===== config.mk =====
export PLATFORM = sky130hd
export DESIGN_NAME = sync_fifo_8x32_flat
export DESIGN_NICKNAME = d
export VERILOG_FILES = /design/src/rtl/sync_fifo_8x32_if.sv /design/src/rtl/sync_fifo_8x32.sv /design/src/flat_wrapper.sv
export SDC_FILE = /design/constraint.sdc
export NUM_CORES = 1
export LEC_CHECK = 0
export CAP_MARGIN = 20
export CELL_PAD_IN_SITES_DETAIL_PLACEMENT = 1
export CELL_PAD_IN_SITES_GLOBAL_PLACEMENT = 1
export CORE_MARGIN = 3
export CORE_UTILIZATION = 40
export DETAILED_ROUTE_END_ITERATION = 16
export GPL_TIMING_DRIVEN = 0
export PLACE_DENSITY = 0.74
export SETUP_SLACK_MARGIN = 0.1
export SLEW_MARGIN = 20
export SYNTH_ARGS = -nofsm -noshare
export SYNTH_HDL_FRONTEND = slang
export SYNTH_SLANG_ARGS = --single-unit

===== constraint.sdc =====
create_clock -name clk -period 7.55 [get_ports clk]
set_clock_uncertainty 0.15 [all_clocks]
set_input_delay 2.265 -clock clk [delete_from_list [all_inputs] [get_ports clk]]
set_output_delay 2.265 -clock clk [all_outputs]
set_load 0.05 [all_outputs]

===== src/rtl/sync_fifo_8x32_if.sv =====
// Handshake/data bundle for the 8x32 FIFO: requests and write data flow
// from the master to the FIFO; read data and status pulses flow back.
interface sync_fifo_8x32_if #(
    parameter int DATA_WIDTH = 32
);
    logic                  rd_en;
    logic                  wr_en;
    logic [DATA_WIDTH-1:0] din;
    logic [DATA_WIDTH-1:0] dout;
    logic                  rd_ack;
    logic                  wr_err;
    logic                  rd_err;

    modport master (
        output rd_en, wr_en, din,
        input  dout, rd_ack, wr_err, rd_err
    );

    modport slave (
        input  rd_en, wr_en, din,
        output dout, rd_ack, wr_err, rd_err
    );
endinterface


===== src/rtl/sync_fifo_8x32.sv =====
// Single-clock 8 x 32 FIFO. One write or one read per edge; a simultaneous
// write+read is a no-op. Read data, rd_ack and the error pulses are all
// registered and appear right after the sampling edge.
module sync_fifo_8x32 #(
    parameter int DATA_WIDTH = 32,
    parameter int ADDR_WIDTH = 3
) (
    input  logic               clk,
    input  logic               reset_n,
    sync_fifo_8x32_if.slave    bus
);
    localparam int DEPTH = 1 << ADDR_WIDTH;

    // The "state" is the operation performed at the most recent edge; it
    // also drives the datapath update for the edge being decided.
    typedef enum logic [2:0] {
        INIT, NO_OP, WRITE, WR_ERROR, READ, RD_ERROR
    } op_e;

    op_e state, state_n;

    logic [DATA_WIDTH-1:0] mem [DEPTH];
    logic [ADDR_WIDTH-1:0] head, tail, head_n, tail_n;
    logic [ADDR_WIDTH:0]   data_count, count_n;
    logic [DATA_WIDTH-1:0] dout_q, dout_n;
    logic                  rd_ack_q, wr_err_q, rd_err_q;
    logic                  rd_ack_n, wr_err_n, rd_err_n;
    logic                  empty, full;

    assign empty = (data_count == '0);
    assign full  = (data_count == (ADDR_WIDTH+1)'(DEPTH));

    // State register: remembers the operation just performed
    always_ff @(posedge clk or negedge reset_n) begin
        if (!reset_n) state <= INIT;
        else          state <= state_n;
    end

    // Next-state: decode the request pair against the current fill level
    always_comb begin
        state_n = NO_OP;
        case ({bus.wr_en, bus.rd_en})
            2'b10:   state_n = full  ? WR_ERROR : WRITE;
            2'b01:   state_n = empty ? RD_ERROR : READ;
            default: state_n = NO_OP;  // idle or simultaneous request
        endcase
    end

    // Output/datapath comb: next pointers, count, read data and pulses
    always_comb begin
        head_n   = head;
        tail_n   = tail;
        count_n  = data_count;
        dout_n   = dout_q;
        rd_ack_n = 1'b0;
        wr_err_n = 1'b0;
        rd_err_n = 1'b0;
        case (state_n)
            WRITE: begin
                tail_n  = tail + ADDR_WIDTH'(1);
                count_n = data_count + (ADDR_WIDTH+1)'(1);
            end
            READ: begin
                dout_n   = mem[head];
                head_n   = head + ADDR_WIDTH'(1);
                count_n  = data_count - (ADDR_WIDTH+1)'(1);
                rd_ack_n = 1'b1;
            end
            WR_ERROR: wr_err_n = 1'b1;
            RD_ERROR: rd_err_n = 1'b1;
            default: ;
        endcase
    end

    // Control/output registers; memory is left out of reset on purpose
    always_ff @(posedge clk or negedge reset_n) begin
        if (!reset_n) begin
            head       <= '0;
            tail       <= '0;
            data_count <= '0;
            dout_q     <= '0;
            rd_ack_q   <= 1'b0;
            wr_err_q   <= 1'b0;
            rd_err_q   <= 1'b0;
        end else begin
            head       <= head_n;
            tail       <= tail_n;
            data_count <= count_n;
            dout_q     <= dout_n;
            rd_ack_q   <= rd_ack_n;
            wr_err_q   <= wr_err_n;
            rd_err_q   <= rd_err_n;
        end
    end

    // Storage write on an accepted write only
    always_ff @(posedge clk) begin
        if (state_n == WRITE) mem[tail] <= bus.din;
    end

    assign bus.dout   = dout_q;
    assign bus.rd_ack = rd_ack_q;
    assign bus.wr_err = wr_err_q;
    assign bus.rd_err = rd_err_q;
endmodule


===== src/flat_wrapper.sv =====
// flat-port wrapper written by rule: the top's interface ports become plain ports
module sync_fifo_8x32_flat 
#(
    parameter int DATA_WIDTH = 32,
    parameter int ADDR_WIDTH = 3
)
  (clk, reset_n, bus_rd_en, bus_wr_en, bus_din, bus_dout, bus_rd_ack, bus_wr_err, bus_rd_err);
  sync_fifo_8x32_if #(.DATA_WIDTH(DATA_WIDTH)) bus_i ();
  input  logic clk;
  input  logic reset_n;
  input wire logic [$bits(bus_i.rd_en)-1:0] bus_rd_en;
  input wire logic [$bits(bus_i.wr_en)-1:0] bus_wr_en;
  input wire logic [$bits(bus_i.din)-1:0] bus_din;
  output wire logic [$bits(bus_i.dout)-1:0] bus_dout;
  output wire logic [$bits(bus_i.rd_ack)-1:0] bus_rd_ack;
  output wire logic [$bits(bus_i.wr_err)-1:0] bus_wr_err;
  output wire logic [$bits(bus_i.rd_err)-1:0] bus_rd_err;
  assign bus_i.rd_en = bus_rd_en;
  assign bus_i.wr_en = bus_wr_en;
  assign bus_i.din = bus_din;
  assign bus_dout = bus_i.dout;
  assign bus_rd_ack = bus_i.rd_ack;
  assign bus_wr_err = bus_i.wr_err;
  assign bus_rd_err = bus_i.rd_err;
  sync_fifo_8x32 #(.DATA_WIDTH(DATA_WIDTH), .ADDR_WIDTH(ADDR_WIDTH)) u_core (.clk(clk), .reset_n(reset_n), .bus(bus_i));
endmodule

; ---- Word-level counts from Yosys, hierarchy flattened
; Memories as Yosys holds them, arrays and structs flattened. A register that Yosys moved wholly into a read port is not among the register bits.
; Cells that the tools add are included.
[totals]
ff_bits = 13
mem_bits_rw = 256
inputBits = 36
word_cells = 30
memories = 1
[classes]
add_sub_neg = 4
n_eq_ne = 7
muxes = 9
n_reduce_logical = 3
[mem_list]
columns = name, depth, width, rd, rd_ports_with_merged_regs, wr, line
row1 = u_core.mem, 8, 32, 1, 1, 1, sync_fifo_8x32.sv:22  ; logic [DATA_WIDTH-1:0] mem [DEPTH];
[ops]
columns = op, n
row1 = one-hot mux 4 bit (2 select lines), 1
row2 = two-way mux 1 bit, 7
row3 = adder 3 x 1 -> 3 bit (second input constant), 2
row4 = equality test 3 x 2 -> 1 bit (second input constant), 2
row5 = equality test 3 bit (second input constant), 2
row6 = one-hot mux 3 bit (2 select lines), 1
row7 = adder 4 x 1 -> 4 bit (second input constant), 1
row8 = equality test 4 bit (second input constant), 1
row9 = logical NOT 4 bit, 1
row10 = subtractor 4 x 1 -> 4 bit (second input constant), 1
row11 = equality test 2 x 1 -> 1 bit (second input constant), 1
row12 = equality test 2 bit (second input constant), 1
row13 = nonzero test 2 bit, 1
row14 = logical NOT 1 bit, 1

; ---- Longest topological paths before layout
[logic_depth]
depth_word = 6
depth_mapped = 11
ltp_nobuf = 10

; ---- Worst setup path after synthesis
; OpenSTA, ideal clock, no wires.
[synth_path]
kind = input -> register
startpoint = input port bus_wr_en
endpoint = memory u_core.mem[0][0] (enable)
setup_time_ns = 0.502
t_arrival_ns = 6.209
required_time_ns = 6.898
path_slack_ns = 0.689
path_stages = 6
n_path_buf = 1
path_cell_list = inv_1 > ha_1 > nand2b_1 > a311o_1 > buf_4 > nor4_1
[synth_between]
elab_chain_len = 5
word_cells_on_any_way = 6
[synth_lines]
columns = element, line
row1 = start: declaration, flat_wrapper.sv:12  ; input wire logic [$bits(bus_i.wr_en)-1:0] bus_wr_en;
row2 = equality test 2 x 1 -> 1 bit / equality test 2 bit (equally long branches), sync_fifo_8x32.sv:42  ; case ({bus.wr_en, bus.rd_en})
row3 = one-hot mux 3 bit (2 select lines) (*), sync_fifo_8x32.sv:42
row4 = equality test 3 x 2 -> 1 bit (*), sync_fifo_8x32.sv:98  ; if (state_n == WRITE) mem[tail] <= bus.din;
row5 = two-way mux 1 bit (*), sync_fifo_8x32.sv:98
row6 = two-way mux 1 bit (implied by the code) (*), sync_fifo_8x32.sv:98
row7 = end: declaration, sync_fifo_8x32.sv:22
; Every way passes the cells marked *; elsewhere a longest branch is shown, timed or not.

; ---- Worst setup path after layout
[layout_path]
startpoint = input port bus_wr_en
endpoint = memory u_core.mem[5][29] (enable)
; Same word-level chain as after synthesis.

==> reports/metrics.csv <==
metric,value,unit
grt_busiest_layer,met2,
multi_input_gate_area_in_the_final_layout,0.00252,mm²
met2_usage,0.297,
yosys.area_share.xor_xnor,0.00533,
drtAntennaViolNets,0,
preCtsSetupSlack,1810,ps
crit_path_end_kind,flip-flop,
syn-cell-area,0.0115,mm²
hold_depth,2,
rr_worst_depth,6,
yosys_register_bits,301,
reg2reg_from,u_core.data_count[1]$_DFFE_PN0P_,
worst_slack,2390,ps
post_cts_resize_count,0,
track_usage,0.174,
grt_pass1_wl,40000,µm
cts_hold_repair.buffers,0,
overflow_after_grt,0,
report.final.slew_viol_count,0,
cts_inserted_buffers,30,
num_io_pins,71,
critical_path.startpoint_type,input port,
via_count,5700,
timing.hold.worst.start,u_core.bus.dout[24]$_DFFE_PN0P_,
vdd.ir_drop.worst,0.158,mV
flow.area_growth_from_synthesis,21.7,%
buffer_ports.inserted,70,
period_share,0.683,
synthesized_area_per_cell,21.1,µm²
fp.dieH,176,µm
drtPass1Iterations,4,
post_synthesis_mux_area_share,0.155,
avgViaCountPerCell,5.26,
synth_flop_type,edfxtp_1,
rsz0062_at_grt,no,
report.power.total,5.13,mW
drt_first_iter_violations,527,
htree_num_levels,1,
placed_area,0.0130,mm²
number_of_standard_cells_after_synthesis,546,
power_density,367,mW/mm²
placer_congestion,0.690,
max_slew_margin,0.444,
initial_utilization,0.409,
synthTopCellsByArea,"edfxtp_1, mux4_2, dfrtp_1",
floorplan.die_area,0.0308,mm²
synth_area_leader_cell,edfxtp_1,
regArea,0.00881,mm²
synth_warnings,0,
final_layout_size_suffix_gt1_frac,0.258,
postSynthNetCount,590,
globalRouteMet1Util,0.236,
post-dp-hpwl,17400,µm
fp.coreArea,0.0281,mm²
whs_endpoint,u_core.bus.dout[24]$_DFFE_PN0P_,
synth_top_family_by_area,multiplexers,
antenna_violations_before_repair,0,
hold_violations,0,
largest_net_degree_at_the_start_of_global_routing,46,
stdcell_area,0.0140,mm²
insertedDiodeCount,0,
first_global_vias,6348,
cts.root.buffer_cell,clkbuf_16,
synth_top_cell_area_share,0.669,
fmax,194,MHz
worst_setup_hold_path_clk_slew,60,ps
tns,0,ps
tritoncts,built,
critPathKind,input port to flip-flop,
fp-row-count,61,
clock_sinks,301,
worst_hold_path_type,flip-flop to flip-flop,
post-route-util,0.498,
post-route-min-period,5160,ps
max-clock-path-buffers,3,
timing.critical_path.required,7640,ps
status,"finished, final reports clean",
die-width,176,µm
synth_seq_area_share,0.767,
total_leakage_power,4.80,nW
num-fill-cells,2616,
drt_wl_cell,24.2,µm
synth_cell_type_count,33,
rr_endpoint,u_core.mem[5][29]$_DFFE_PP_,
post_cts.repair.setup_buffers,0,
setup_violating_endpoint_count_in_the_final_report,0,
finish.cell_count_without_fillers,1083,
insertion_delay,550,ps
simple_gate_share_of_the_synthesized_area,0.0251,
worst_tran_pin_value,833,ps
leading_cell_types_in_the_layout_fill_and_taps_excluded,"edfxtp_1, clkdlybuf4s50_1, mux4_2",
mostFrequentLayoutCell,edfxtp_1,
critPathArrivalTime,5250,ps
globalRouteMet3Util,0.0309,
hold_slack,335,ps
path_max_fanout,8,
postRouteWirelength,26200,µm
rrSetupSlack,4530,ps
synth_adder_area_share,0.00936,
finalNetCount,725,
max-cap-violations,0,
placed_cells,1027,
remaining_drcs,0,
synth-async-reset-ratio,0.150,
synth_enable_flop_cells,256,
synth-compound-area-share,0.0199,
[cells in the mapped netlist (all sizes together) (2+ instances only)]
library cell and number:
nor2 2, ha 7, edfxtp 256, nor4b 2, nor3b 4, mux2i 33, xor2 2, nand2b 2
o21ai 32, nor3 5, xnor2 5, inv 5, a21oi 4, buf 24, clkbuf 4, mux4 64
nand2 43, dfrtp 45
[area by class of cell]
class	instances	area share
inverter	5	0.00134
tap	378	0.0338
sequential	301	0.630
timing repair buffer	103	0.0709
buffer	28	0.0138
clock buffer	34	0.0563
multi-input combinational	212	0.180
clock inverter	22	0.0136
[flip-flops by register name (all words and copies together) (netlist names)]
| signal | count |
|---|---|
| u_core.mem | 256 |
| u_core.bus.rd_ack | 1 |
| u_core.bus.wr_err | 1 |
| u_core.bus.dout | 32 |
| u_core.tail | 3 |
| u_core.bus.rd_err | 1 |
| u_core.head | 3 |
| u_core.data_count | 4 |
[how the worst max path moves through the flow]
| stage | from | to | cells after the start |
|---|---|---|---|
| floorplan | bus_wr_en | u_core.mem[0][0]$_DFFE_PP_ | 6 |
| global placement | bus_wr_en | u_core.mem[0][0]$_DFFE_PP_ | 7 |
| detailed placement | bus_wr_en | u_core.mem[5][2]$_DFFE_PP_ | 9 |
| CTS | bus_wr_en | u_core.mem[5][29]$_DFFE_PP_ | 9 |
| global route | bus_wr_en | u_core.mem[5][7]$_DFFE_PP_ | 9 |
| finish | bus_wr_en | u_core.mem[5][29]$_DFFE_PP_ | 9 |
[layer usage]
layer	wire (µm)	up-vias	share of wire
met5	0	-	0
met4	379	0	0.014
li1	-	2464	-
met3	1330	30	0.051
met2	13400	166	0.51
met1	11100	3040	0.42
[logic make-up after synthesis]
kind of cell | count (synthesis)
buffers and inverters | 33
AOI/OAI and AO/OA | 41
DFF | 301
muxes | 97
xor gates and xnor gates | 7
and+or+nand+nor | 59
adders and majority gates | 8
[worst max-delay path, cell delays in order]
cell,delay [ps]
clkdlybuf4s50_1,510
inv_1,60
ha_1,210
nand2b_1,190
a311oi_2,460
nand2_1,290
nor3b_2,700
buf_4,320
buf_4,220
[report_power, final]
| part | switching [mW] | total, mW | internal, mW |
|---|---|---|---|
| clock network | 0.610 | 1.46 | 0.850 |
| registers | 0.108 | 2.07 | 1.96 |
| logic | 0.911 | 1.60 | 0.686 |
| total | 1.63 | 5.13 | 3.50 |
No activity file was read; power rests on OpenSTA's default activity.
